[config.mk]
export PLATFORM = sky130hd
export DESIGN_NAME = load_store_unit_flat
export DESIGN_NICKNAME = d
export VERILOG_FILES = /design/src/rtl/load_store_unit_if.sv /design/src/rtl/load_store_unit.sv /design/src/flat_wrapper.sv
export SDC_FILE = /design/constraint.sdc
export NUM_CORES = 1
export LEC_CHECK = 0
export ABC_CLOCK_PERIOD_IN_PS = 2410
export BUFFER_PORTS_ARGS = -buffer_cell sky130_fd_sc_hd__buf_2
export CAP_MARGIN = 20
export CORE_MARGIN = 5
export CORE_UTILIZATION = 35
export CTS_BUF_LIST = sky130_fd_sc_hd__clkbuf_2 sky130_fd_sc_hd__clkbuf_4 sky130_fd_sc_hd__clkbuf_8
export CTS_CLUSTER_SIZE = 24
export DETAILED_ROUTE_END_ITERATION = 6
export PLACE_DENSITY = 0.7
export SYNTH_ARGS = -nofsm -noshare
export SYNTH_HDL_FRONTEND = slang
export SYNTH_SLANG_ARGS = --single-unit
[constraint.sdc]
create_clock -name i_clk -period 2.41 [get_ports i_clk]
set_clock_uncertainty 0.2 [all_clocks]
set_input_delay 0 -clock i_clk [delete_from_list [all_inputs] [get_ports i_clk]]
set_output_delay 0 -clock i_clk [all_outputs]
set_load 0.02 [all_outputs]
[src/rtl/load_store_unit_if.sv]
// Datapath request/response and data-RAM signals of the load/store unit.
interface load_store_unit_if #(
    parameter int unsigned DATA_WIDTH = 32,
    parameter int unsigned ADDR_WIDTH = 32
);
    // datapath request side
    logic                  i_req;
    logic                  i_we;
    logic [1:0]            i_size;
    logic                  i_unsigned;
    logic [ADDR_WIDTH-1:0] i_addr;
    logic [DATA_WIDTH-1:0] i_wdata;
    // datapath response side
    logic                  o_busy;
    logic                  o_done;
    logic                  o_misaligned;
    logic [DATA_WIDTH-1:0] o_rdata;
    // data RAM side
    logic [ADDR_WIDTH-1:0] o_mem_addr;
    logic [DATA_WIDTH-1:0] o_mem_data;
    logic                  o_MemWrite;
    logic                  o_MemRead;
    logic [DATA_WIDTH-1:0] i_mem_data;

    // datapath + RAM model side
    modport master (
        output i_req, i_we, i_size, i_unsigned, i_addr, i_wdata, i_mem_data,
        input  o_busy, o_done, o_misaligned, o_rdata,
               o_mem_addr, o_mem_data, o_MemWrite, o_MemRead
    );

    // load/store unit side
    modport slave (
        input  i_req, i_we, i_size, i_unsigned, i_addr, i_wdata, i_mem_data,
        output o_busy, o_done, o_misaligned, o_rdata,
               o_mem_addr, o_mem_data, o_MemWrite, o_MemRead
    );
endinterface

[src/rtl/load_store_unit.sv]
// Load/store unit: byte-addressed requests to word RAM accesses with
// read-modify-write for sub-word stores, load lane extension and alignment checks.
module load_store_unit #(
    parameter int unsigned DATA_WIDTH = 32,
    parameter int unsigned ADDR_WIDTH = 32
) (
    input  logic              i_clk,
    input  logic              i_rst_n,
    load_store_unit_if.slave  bus
);
    localparam int unsigned DW = DATA_WIDTH;
    localparam int unsigned AW = ADDR_WIDTH;

    localparam logic [1:0] SIZE_BYTE = 2'b00;
    localparam logic [1:0] SIZE_HALF = 2'b01;
    localparam logic [1:0] SIZE_WORD = 2'b10;

    typedef enum logic [1:0] {
        ST_IDLE,
        ST_RD,
        ST_WR,
        ST_DONE
    } state_t;

    typedef struct packed {
        logic          we;
        logic [1:0]    size;
        logic          uns;
        logic [AW-1:0] addr;
        logic [DW-1:0] wdata;
    } req_t;

    state_t        state_q, state_d;
    req_t          req_q, req_d;
    logic          busy_q, busy_d;
    logic          done_q, done_d;
    logic          mis_q, mis_d;
    logic [DW-1:0] rdata_q, rdata_d;
    logic [AW-1:0] mem_addr_q, mem_addr_d;
    logic [DW-1:0] mem_data_q, mem_data_d;
    logic          mem_write_q, mem_write_d;
    logic          mem_read_q, mem_read_d;

    logic          misaligned_c;
    logic [4:0]    shamt_c;
    logic [DW-1:0] lane_c;
    logic [DW-1:0] load_ext_c;
    logic [DW-1:0] mask_c;
    logic [DW-1:0] merged_c;

    // alignment check on the incoming request
    always_comb begin
        misaligned_c = 1'b0;
        case (bus.i_size)
            SIZE_BYTE: misaligned_c = 1'b0;
            SIZE_HALF: misaligned_c = bus.i_addr[0];
            SIZE_WORD: misaligned_c = (bus.i_addr[1:0] != 2'b00);
            default:   misaligned_c = 1'b1;
        endcase
    end

    // lane extraction/extension for loads and lane merge for sub-word stores
    always_comb begin
        shamt_c    = {req_q.addr[1:0], 3'b000};
        lane_c     = bus.i_mem_data >> shamt_c;
        load_ext_c = bus.i_mem_data;
        case (req_q.size)
            SIZE_BYTE: load_ext_c = {{(DW-8){~req_q.uns & lane_c[7]}}, lane_c[7:0]};
            SIZE_HALF: load_ext_c = {{(DW-16){~req_q.uns & lane_c[15]}}, lane_c[15:0]};
            default:   load_ext_c = bus.i_mem_data;
        endcase
        mask_c   = ((req_q.size == SIZE_BYTE) ? DW'(8'hFF) : DW'(16'hFFFF)) << shamt_c;
        merged_c = (bus.i_mem_data & ~mask_c) | ((req_q.wdata << shamt_c) & mask_c);
    end

    // next-state and registered-output computation
    always_comb begin
        state_d     = state_q;
        req_d       = req_q;
        rdata_d     = rdata_q;
        done_d      = 1'b0;
        mis_d       = 1'b0;
        mem_addr_d  = '0;
        mem_data_d  = '0;
        mem_write_d = 1'b0;
        mem_read_d  = 1'b0;

        case (state_q)
            ST_IDLE: begin
                if (bus.i_req) begin
                    req_d.we    = bus.i_we;
                    req_d.size  = bus.i_size;
                    req_d.uns   = bus.i_unsigned;
                    req_d.addr  = bus.i_addr;
                    req_d.wdata = bus.i_wdata;
                    if (misaligned_c) begin
                        state_d = ST_DONE;
                        done_d  = 1'b1;
                        mis_d   = 1'b1;
                    end else if (bus.i_we && (bus.i_size == SIZE_WORD)) begin
                        state_d     = ST_WR;
                        mem_write_d = 1'b1;
                        mem_addr_d  = {2'b00, bus.i_addr[AW-1:2]};
                        mem_data_d  = bus.i_wdata;
                    end else begin
                        state_d    = ST_RD;
                        mem_read_d = 1'b1;
                        mem_addr_d = {2'b00, bus.i_addr[AW-1:2]};
                    end
                end
            end
            ST_RD: begin
                if (req_q.we) begin
                    state_d     = ST_WR;
                    mem_write_d = 1'b1;
                    mem_addr_d  = mem_addr_q;
                    mem_data_d  = merged_c;
                end else begin
                    state_d = ST_DONE;
                    done_d  = 1'b1;
                    rdata_d = load_ext_c;
                end
            end
            ST_WR: begin
                state_d = ST_DONE;
                done_d  = 1'b1;
            end
            ST_DONE: begin
                state_d = ST_IDLE;
            end
            default: begin
                state_d = ST_IDLE;
            end
        endcase

        busy_d = (state_d != ST_IDLE);
    end

    // state, latched request and output registers
    always_ff @(posedge i_clk or negedge i_rst_n) begin
        if (!i_rst_n) begin
            state_q     <= ST_IDLE;
            req_q       <= '0;
            busy_q      <= 1'b0;
            done_q      <= 1'b0;
            mis_q       <= 1'b0;
            rdata_q     <= '0;
            mem_addr_q  <= '0;
            mem_data_q  <= '0;
            mem_write_q <= 1'b0;
            mem_read_q  <= 1'b0;
        end else begin
            state_q     <= state_d;
            req_q       <= req_d;
            busy_q      <= busy_d;
            done_q      <= done_d;
            mis_q       <= mis_d;
            rdata_q     <= rdata_d;
            mem_addr_q  <= mem_addr_d;
            mem_data_q  <= mem_data_d;
            mem_write_q <= mem_write_d;
            mem_read_q  <= mem_read_d;
        end
    end

    assign bus.o_busy       = busy_q;
    assign bus.o_done       = done_q;
    assign bus.o_misaligned = mis_q;
    assign bus.o_rdata      = rdata_q;
    assign bus.o_mem_addr   = mem_addr_q;
    assign bus.o_mem_data   = mem_data_q;
    assign bus.o_MemWrite   = mem_write_q;
    assign bus.o_MemRead    = mem_read_q;
endmodule

[src/flat_wrapper.sv]
// flat-port wrapper written by rule: the top's interface ports become plain ports
module load_store_unit_flat 
#(
    parameter int unsigned DATA_WIDTH = 32,
    parameter int unsigned ADDR_WIDTH = 32
)
  (i_clk, i_rst_n, bus_i_req, bus_i_we, bus_i_size, bus_i_unsigned, bus_i_addr, bus_i_wdata, bus_i_mem_data, bus_o_busy, bus_o_done, bus_o_misaligned, bus_o_rdata, bus_o_mem_addr, bus_o_mem_data, bus_o_MemWrite, bus_o_MemRead);
  load_store_unit_if #(.DATA_WIDTH(DATA_WIDTH), .ADDR_WIDTH(ADDR_WIDTH)) bus_i ();
  input  logic i_clk;
  input  logic i_rst_n;
  input wire logic [$bits(bus_i.i_req)-1:0] bus_i_req;
  input wire logic [$bits(bus_i.i_we)-1:0] bus_i_we;
  input wire logic [$bits(bus_i.i_size)-1:0] bus_i_size;
  input wire logic [$bits(bus_i.i_unsigned)-1:0] bus_i_unsigned;
  input wire logic [$bits(bus_i.i_addr)-1:0] bus_i_addr;
  input wire logic [$bits(bus_i.i_wdata)-1:0] bus_i_wdata;
  input wire logic [$bits(bus_i.i_mem_data)-1:0] bus_i_mem_data;
  output wire logic [$bits(bus_i.o_busy)-1:0] bus_o_busy;
  output wire logic [$bits(bus_i.o_done)-1:0] bus_o_done;
  output wire logic [$bits(bus_i.o_misaligned)-1:0] bus_o_misaligned;
  output wire logic [$bits(bus_i.o_rdata)-1:0] bus_o_rdata;
  output wire logic [$bits(bus_i.o_mem_addr)-1:0] bus_o_mem_addr;
  output wire logic [$bits(bus_i.o_mem_data)-1:0] bus_o_mem_data;
  output wire logic [$bits(bus_i.o_MemWrite)-1:0] bus_o_MemWrite;
  output wire logic [$bits(bus_i.o_MemRead)-1:0] bus_o_MemRead;
  assign bus_i.i_req = bus_i_req;
  assign bus_i.i_we = bus_i_we;
  assign bus_i.i_size = bus_i_size;
  assign bus_i.i_unsigned = bus_i_unsigned;
  assign bus_i.i_addr = bus_i_addr;
  assign bus_i.i_wdata = bus_i_wdata;
  assign bus_i.i_mem_data = bus_i_mem_data;
  assign bus_o_busy = bus_i.o_busy;
  assign bus_o_done = bus_i.o_done;
  assign bus_o_misaligned = bus_i.o_misaligned;
  assign bus_o_rdata = bus_i.o_rdata;
  assign bus_o_mem_addr = bus_i.o_mem_addr;
  assign bus_o_mem_data = bus_i.o_mem_data;
  assign bus_o_MemWrite = bus_i.o_MemWrite;
  assign bus_o_MemRead = bus_i.o_MemRead;
  load_store_unit #(.DATA_WIDTH(DATA_WIDTH), .ADDR_WIDTH(ADDR_WIDTH)) u_core (.i_clk(i_clk), .i_rst_n(i_rst_n), .bus(bus_i));
endmodule
==> results of run 1 <==
## layout make-up
type,instances,area (um2),area share (%)
Clock buffer,17,234,2.72
Clock inverter,15,165,1.92
Inverter,2,7.51,0.0873
Timing Repair Buffer,343,2420,28.1
Sequential cell,123,3080,35.8
Tap cell,216,270,3.14
Multi-Input combinational cell,409,2430,28.2
## power groups by stage
stage | Combinational, W | Sequential, W | Clock (W)
floorplan | 0.00227 | 0.00361 | 0
global placement | 0.00406 | 0.00319 | 0
detailed placement | 0.00413 | 0.00319 | 0
finish | 0.00449 | 0.00319 | 0.00187
CTS | 0.00444 | 0.00317 | 0.00192
global route | 0.00489 | 0.00326 | 0.00201
## worst max-delay path: cells and delay by family (launching register included)
family	cells	cell delay [ns]
AO/OA/AOI/OAI	1	0.10
buffers and inverters	2	0.79
flip-flops	1	0.50
multiplexers	1	0.20
AND/OR/NAND/NOR	2	0.42
## path summary, 6_finish.rpt
kind                       cells past startpoint                         startpoint  slack, ns                                  end
max                                            6       u_core.req_q[32]$_DFFE_PN0P_       0.09  u_core.bus.o_mem_data[28]$_DFF_PN0_
min                                            4                    bus_i_wdata[27]       0.09  u_core.bus.o_mem_data[27]$_DFF_PN0_
max reg2reg                                    6       u_core.req_q[32]$_DFFE_PN0P_       0.09  u_core.bus.o_mem_data[28]$_DFF_PN0_
min reg2reg                                    2  u_core.bus.o_rdata[5]$_DFFE_PN0P_       0.29    u_core.bus.o_rdata[5]$_DFFE_PN0P_
max in group asynchronous                      4                            i_rst_n       1.32   u_core.bus.o_mem_data[3]$_DFF_PN0_
min in group asynchronous                      4                            i_rst_n       0.47          u_core.state_q[0]$_DFF_PN0_
## flip-flops by register name, indices dropped and copies added, names as in the netlist
| name | count |
|---|---|
| u_core.bus.o_mem_data | 32 |
| u_core.bus.o_rdata | 32 |
| u_core.bus.o_mem_addr | 30 |
| u_core.req_q | 22 |
| u_core.state_q | 2 |
| u_core.bus.o_MemRead | 1 |
| u_core.bus.o_MemWrite | 1 |
| u_core.bus.o_busy | 1 |
| u_core.bus.o_done | 1 |
| u_core.bus.o_misaligned | 1 |
## layer usage
metal	share of wire, %	GRT usage [%]	vias to the layer above
li1	-	-	2643
met1	41	27.2	2728
met2	48	36.9	274
met3	8.1	5.70	43
met4	2.6	8.01	2
met5	0.063	0	-
## through the flow
step                      setup WS (ns)  hold slack, ns  utilization (%)  total power (W)  instance area (um2)
after global routing           0.000185          0.0846             54.0           0.0102                 8600
after global placement            0.436          -0.150             43.9          0.00724                 6990
after detailed placement          0.348          -0.136             43.9          0.00732                 6990
after floorplan                   0.591          -0.496                -          0.00588                 5720
final                            0.0919          0.0927             54.0          0.00955                 8600
after CTS                        0.0354          0.0687             53.8          0.00953                 8580
## what timing repair did
item	CTS	global route
resized for setup	0	6
hold endpoints to repair	244	0
endpoints found under the setup margin	0	1
hold buffers	118	0
## layout by cell type (no fill, tap or decap), types with 15 or more instances in the layout
cell type	count
dlygate4sd3_1	117
nand3_1	15
buf_4	22
mux2i_1	31
nor2_1	32
a21oi_1	23
dfrtp_1	122
o21ai_0	51
a22o_1	30
buf_2	200
nand2_1	127
clkbuf_8	17
## kinds of logic (layout without fill, tap and decap cells)
family	after synthesis	count (layout)	synth area share (%)
buffers and inverters	46	377	3.92
other	1	2	0.0656
AO/OA/AOI/OAI	146	146	17.1
multiplexers	40	40	7.40
flip-flops	123	123	53.9
AND/OR/NAND/NOR	217	217	16.8
adder cells (fa/ha/maj)	4	4	0.876
==> out/metrics.yaml, run 1 <==
outcome: "completed"
end_kind: "flop"
vias: 5690
fin_tns_setup_ns: 0
rsz0062_at_grt: "false"
synth-edff-count: 0
dieArea_um2: 19000
synth_top_area_share_pct: 53.9
power_frac_clock_pct: 19.6
routed_wl_mm: 20.6
die_w_um: 138
gp_congestion: 0.919
grt-ovfl-total: 0
htree_levels: 4
grt_pass1_vias: 5893
worst_pin_slew_ns: 0.708
power_density_nw_per_um2: 1110
die_h_um: 138
combPwrFrac_pct: 47.0
port_buffers: 201
start_util_pct: 35.8
yosys-top-cells-area: "dfrtp_1 54%, nand2_1 8.3%, mux2i_1 5.4%, a22o_1 4.6%, o21ai_0 4.5%"
core_um2: 15900
drv_slew: 0
post_cts_buffers: 0
clk-insertion-delay-late_ns: 0.44
dp_hpwl_mm: 14.1
grt_util_all_layers_pct: 21.9
drt_iter0_drc: 447
fin_cells: 1125
max_freq_ghz: 0.431
cts_buffers: 17
netlist_area_um2: 5710
dp_cells: 975
final.min_clock_period_ns: 2.32
drv_cap: 0
power_leakage_nw: 4.36
cp_cell_sequence: "nor3_2, nand2b_1, buf_4, mux2i_1, o22ai_1, dlygate4sd3_1"
num_antenna_cells: 0
antenna_found_initial: 1
start_kind: "flop"
path_clk_slew_ns: 0.08
drive_gt1_share_pct: 31.5
area_growth_pct: 50.6
yosysTopAreaCell: "dfrtp_1"
grt_max_degree: 43
viasPerCell: 5.06
min_path_type: "primary input to flop"
switchingPower_w: 0.00411
antenna_left: 0
yosysWarnings: 0
nets: 1003
seq_area_frac_synth_pct: 53.9
crit_path_top_delay_cell: "dlygate4sd3_1"
clock_sinks: 123
drc: 0
cts_tree: "built"
hold_viol_final: 0
synth-async-reset-ratio_pct: 100
io_pins: 204
routedWlPerCell_um: 18.3
cp_max_fo: 9
yosysMostFrequentCell: "nand2_1"
yosys_register_bits: 123
setup_violations: 0
slowest_delay_ns: 0.60
cellInternalPower_w: 0.00545
ys_types: 43
p_seq_share_pct: 33.4
relSlewSlack_pct: 52.5
required_ns: 2.54
detail_route.first_pass.iterations: 5
rows: 46
worstPathArrival_ns: 2.45
period_share_pct: 96.2
synthTopCellsByCount: "127 x nand2_1, 123 x dfrtp_1, 51 x o21ai_0, 32 x nor2_1, 31 x mux2i_1"
syn_inst: 577
ys.flop_type: "dfrtp_1"
crit_type: "flop to flop"
grt_pass1_wl_mm: 31.5
swShare_pct: 43.0
root_buffer: "clkbuf_8"
postSynthAreaPerCell_um2: 9.90
fill_cells: 1461
clockBufferDepth: 2
peakVddDrop_mv: 0.475
Power figures use the tool's default switching activity.
==> inputs of run 2 (changes only) <==
CORE_UTILIZATION = 40   (was 35)
PLACE_DENSITY = 0.77   (was 0.7)
==> run 2 against run 1 <==
Against the previous run: utilization grew 7.6 points; cell count shrank 2.7%; die area shrank 12%; highest routed layer is now met4; sequential share of layout area grew 0.095 points.
==> out/metrics.yaml, run 2 (synthesized netlist as in run 1, its figures left out) <==
outcome: "completed"
busiest_layer: "met2"
peakVddDrop_mv: 0.623
dp_hpwl_mm: 13.4
clk-insertion-delay-late_ns: 0.46
r2r-end: "u_core.bus.o_mem_data[28]$_DFF_PN0_"
io_pins: 204
p_seq_share_pct: 33.3
hold_viol_final: 0
post_cts_buffers: 0
worstPathArrival_ns: 2.41
ff2ff_path_depth: 5
antenna_found_initial: 0
area_growth_pct: 50.1
clockBufferDepth: 2
swShare_pct: 42.8
start_kind: "flop"
final_common_cell: "buf_2"
cp_cell_sequence: "buf_4, mux2_2, mux2i_1, o22ai_1, dlygate4sd3_1"
ff_latch_area_um2: 3080
grt_pass1_wl_mm: 31.2
switchingPower_w: 0.00404
gp_congestion: 0.877
r2r_slack_ns: 0.14
rows: 43
start_util_pct: 41.0
port_buffers: 201
viasPerCell: 5.22
core_um2: 13900
worst_pin_slew_ns: 0.632
crit_family: "buffers and inverters"
die_w_um: 130
cellInternalPower_w: 0.00540
nets: 1010
fin_hold_ws_ns: 0.0893
power_frac_clock_pct: 18.1
grtUsageMet3_pct: 6.97
drc: 0
clock_sinks: 123
path_clk_slew_ns: 0.08
detail_route.first_pass.iterations: 5
period_share_pct: 94.4
pre_cts_slack_ns: 0.216
grt_util_met1_pct: 30.2
die_h_um: 130
slowest_delay_ns: 0.57
routed_wl_mm: 20.2
relSlewSlack_pct: 57.6
crit_path_end: "u_core.bus.o_mem_data[28]$_DFF_PN0_"
cts_buffers: 17
drv_slew: 0
vias: 5716
setup_slack_ns: 0.136
grt_max_degree: 42
dieArea_um2: 16800
drive_gt1_share_pct: 30.8
grt_util_all_layers_pct: 24.1
power_density_nw_per_um2: 1100
required_ns: 2.55
drt_iter0_drc: 387
htree_levels: 4
antenna_left: 0
fin_tns_setup_ns: 0
drv_cap: 0
cp_max_fo: 9
crit_buf_inv: 2
power_leakage_nw: 4.37
layout_common_cells: "200 x buf_2, 127 x nand2_1, 126 x dlygate4sd3_1"
routedWlPerCell_um: 18.5
multiInputGateArea_um2: 2430
cts_tree: "built"
grt_pass1_vias: 5885
placed_area_um2: 6920
fin_area_um2: 8580
combPwrFrac_pct: 48.7
gr-usage-met2_pct: 40.9
num_antenna_cells: 0
fill_cells: 1166
max_freq_ghz: 0.440
fin_cells: 1095
dp_cells: 937
crit_path_top_delay_cell: "dlygate4sd3_1"
min_path_type: "primary input to flop"
crit_start: "u_core.req_q[32]$_DFFE_PN0P_"
setup_violations: 0
grt-ovfl-total: 0
worstSetupPathDepth: 5
rsz0062_at_grt: "false"
final.min_clock_period_ns: 2.27
root_buffer: "clkbuf_8"
r2r_start: "u_core.req_q[32]$_DFFE_PN0P_"
crit_type: "flop to flop"
end_kind: "flop"
## run 2: changes by cell type in the layout (fill, tap and decap cells not counted), moves of 2 or more
cell	previous run	this run
buf_12	4	2
clkinv_4	3	6
inv_6	4	0
dlygate4sd3_1	117	126
## run 2: tightest hold or removal path, delay by kind of cell
family / cells / cell delay [ns]
buffers and inverters: 2 / 0.61
AOI/OAI and AO/OA: 1 / 0.11
## run 2: layout make-up
class                           count  share of cell area, %
Clock inverter                     14                   1.49
Inverter                            2                 0.0875
Timing Repair Buffer              350                   28.9
Sequential cell                   123                   35.9
Tap cell                          180                   2.63
Multi-Input combinational cell    409                   28.3
Clock buffer                       17                   2.73
## run 2: layer usage
metal | share of wire, % | up-vias
met5 | 0 | -
met1 | 41 | 2739
li1 | - | 2652
met3 | 8.5 | 40
met4 | 2.0 | 0
met2 | 49 | 285
## run 2: power by group through the flow
stage	registers [W]	logic [W]	clock network [W]
6_report	0.00314	0.00459	0.00170
3_3_place_gp	0.00314	0.00399	0
5_1_grt	0.00320	0.00496	0.00182
2_1_floorplan	0.00361	0.00227	0
4_1_cts	0.00311	0.00451	0.00172
3_5_place_dp	0.00314	0.00407	0
## run 2: worst min path at each step
| stage | from | endpoint | slack [ns] | depth (start not counted) |
|---|---|---|---|---|
| floorplan | i_rst_n | u_core.bus.o_MemRead$_DFF_PN0_ | -0.50 | 0 |
| global placement | i_rst_n | u_core.bus.o_mem_addr[24]$_DFFE_PN0P_ | -0.18 | 1 |
| detailed placement | i_rst_n | u_core.bus.o_misaligned$_DFF_PN0_ | -0.17 | 1 |
| CTS | bus_i_addr[2] | u_core.bus.o_mem_addr[0]$_DFFE_PN0P_ | 0.07 | 3 |
| global route | bus_i_addr[2] | u_core.bus.o_mem_addr[0]$_DFFE_PN0P_ | 0.09 | 3 |
| finish | bus_i_addr[24] | u_core.bus.o_mem_addr[22]$_DFFE_PN0P_ | 0.09 | 3 |
## run 2: timing repair
| action | in CTS | in global routing |
|---|---|---|
| gates resized for setup | 0 | 4 |
| hold buffers | 127 | 0 |
| endpoints found under the hold margin | 244 | 0 |
| endpoints found under the setup margin | 0 | 1 |
## run 2: per-stage QoR
stage          total power (W)  utilization [%]
3_5_place_dp           0.00721             49.7
3_3_place_gp           0.00713             49.7
2_1_floorplan          0.00588                -
4_1_cts                0.00934             61.4
5_1_grt                0.00998             61.6
6_report               0.00944             61.6
==> inputs of run 3 (changes only) <==
CORE_UTILIZATION = 51   (was 40)
PLACE_DENSITY = 0.92   (was 0.77)
==> run 3 against run 2 <==
Against the previous run: register-to-register slack worse by 0.09 ns; cell count is 4.0% lower; total power grew 3.4%; utilization is 17 points higher; first-iteration DRC count rose by 120%; setup slack lost 0.090 ns; clock-buffer cell count rose by 2; critical path type unchanged; critical endpoint is now u_core.bus.o_mem_data[26]$_DFF_PN0_; largest cell class unchanged.
==> out/metrics.yaml, run 3 (synthesized netlist as in run 1, its figures left out) <==
cts_buffers: 17
io_pins: 204
worst_pin_slew_ns: 0.682
drv_cap: 0
final_common_cell: "buf_2"
ff_latch_area_um2: 3080
root_buffer: "clkbuf_8"
num_antenna_cells: 0
cp_cell_sequence: "nor3_2, nand2b_2, buf_4, mux2i_1, o21ai_0, dlygate4sd3_1"
htree_levels: 4
start_util_pct: 52.5
max_freq_ghz: 0.423
dp_hpwl_mm: 13.2
grt_pass1_vias: 6396
clock_sinks: 123
nets: 1005
period_share_pct: 98.1
crit_buf_inv: 2
drc: 0
path_clk_slew_ns: 0.08
busiest_layer: "met2"
drt_iter0_drc: 852
drive_gt1_share_pct: 31.4
grt_pass1_wl_mm: 33.4
relSlewSlack_pct: 54.3
vias: 6129
slowest_delay_ns: 0.59
cp_max_fo: 5
grt_util_met1_pct: 38.9
min_path_type: "primary input to flop"
worstPathArrival_ns: 2.48
gp_congestion: 0.931
die_h_um: 116
outcome: "completed"
routed_wl_mm: 21.6
required_ns: 2.53
drv_slew: 0
peakVddDrop_mv: 0.724
power_density_nw_per_um2: 1140
gr-usage-met2_pct: 56.0
final.min_clock_period_ns: 2.36
antenna_found_initial: 0
grt-ovfl-total: 0
layout_common_cells: "200 x buf_2, 127 x nand2_1, 123 x dlygate4sd3_1"
setup_violations: 0
crit_path_top_delay_cell: "dlygate4sd3_1"
dp_cells: 895
area_growth_pct: 50.0
dieArea_um2: 13400
die_w_um: 116
core_um2: 10900
clockBufferDepth: 2
detail_route.first_pass.iterations: 5
end_kind: "flop"
antenna_left: 0
clk-insertion-delay-late_ns: 0.44
rows: 38
fin_area_um2: 8570
multiInputGateArea_um2: 2440
crit_family: "buffers and inverters"
crit_type: "flop to flop"
viasPerCell: 5.83
grt_util_all_layers_pct: 32.6
start_kind: "flop"
hold_viol_final: 0
grt_max_degree: 46
placed_area_um2: 6870
cts_tree: "built"
port_buffers: 201
power_leakage_nw: 4.39
fin_cells: 1051
grtUsageMet3_pct: 7.89
routedWlPerCell_um: 20.5
fill_cells: 626
[run 3: changes by cell type in the layout (fill, tap and decap cells not counted), sizes merged]
| cell | before | now |
|---|---|---|
| clkbuf | 17 | 19 |
| buf | 224 | 222 |
| clkinvlp | 4 | 2 |
| inv | 2 | 7 |
| clkinv | 9 | 4 |
| dlygate4sd3 | 126 | 123 |
| bufinv | 1 | 2 |
[run 3: report_power, final]
part	total [W]	switching, W	internal [W]
Combinational	0.00461	0.00279	0.00183
Sequential	0.00322	0.000504	0.00271
Clock	0.00193	0.000929	0.00100
[run 3: path summary, 6_finish.rpt]
path                                              startpoint                                    end  slack (ns)  cells past startpoint
max in group asynchronous                            i_rst_n     u_core.bus.o_mem_data[5]$_DFF_PN0_        1.11                      4
min                                            bus_i_addr[2]   u_core.bus.o_mem_addr[0]$_DFFE_PN0P_        0.11                      3
max reg2reg                     u_core.req_q[32]$_DFFE_PN0P_    u_core.bus.o_mem_data[26]$_DFF_PN0_        0.05                      6
max                             u_core.req_q[32]$_DFFE_PN0P_    u_core.bus.o_mem_data[26]$_DFF_PN0_        0.05                      6
min reg2reg                u_core.bus.o_rdata[0]$_DFFE_PN0P_      u_core.bus.o_rdata[0]$_DFFE_PN0P_        0.30                      2
min in group asynchronous                            i_rst_n  u_core.bus.o_mem_addr[28]$_DFFE_PN0P_        0.48                      4
[run 3: final cells by class]
class / instances / area share [%]
clock buffer: 19 / 3.05
clock inverter: 13 / 1.83
inverter: 2 / 0.0876
multi-input combinational: 409 / 28.5
sequential: 123 / 36.0
tap: 140 / 2.04
timing repair buffer: 345 / 28.5
[run 3: tightest hold or removal path: stages]
cell           delay (ns)
dlygate4sd3_1        0.51
buf_2                0.09
a22o_1               0.11
[run 3: what timing repair did]
action / CTS / global route
endpoints found under the hold margin: 244 / 0
gates resized for setup: 0 / 10
endpoints found under the setup margin: 0 / 22
hold buffers: 124 / 0
setup buffers: 0 / 0
[run 3: metal layers]
| metal | share of wire (%) | vias up |
|---|---|---|
| met4 | 4.9 | 0 |
| li1 | - | 2646 |
| met5 | 0 | - |
| met3 | 10 | 107 |
| met2 | 49 | 474 |
| met1 | 36 | 2902 |
[run 3: metrics by stage]
step / total power, W / utilization [%] / setup TNS [ns] / hold slack (ns) / worst slack, ns
finish: 0.00976 / 78.7 / 0 / 0.110 / 0.0463
global route: 0.0103 / 78.7 / -0.00139 / 0.121 / -0.00139
CTS: 0.00950 / 78.4 / 0 / 0.0950 / 0.0211
detailed placement: 0.00722 / 63.1 / 0 / -0.217 / 0.174
global placement: 0.00705 / 63.1 / 0 / -0.220 / 0.393
floorplan: 0.00588 / - / 0 / -0.496 / 0.591
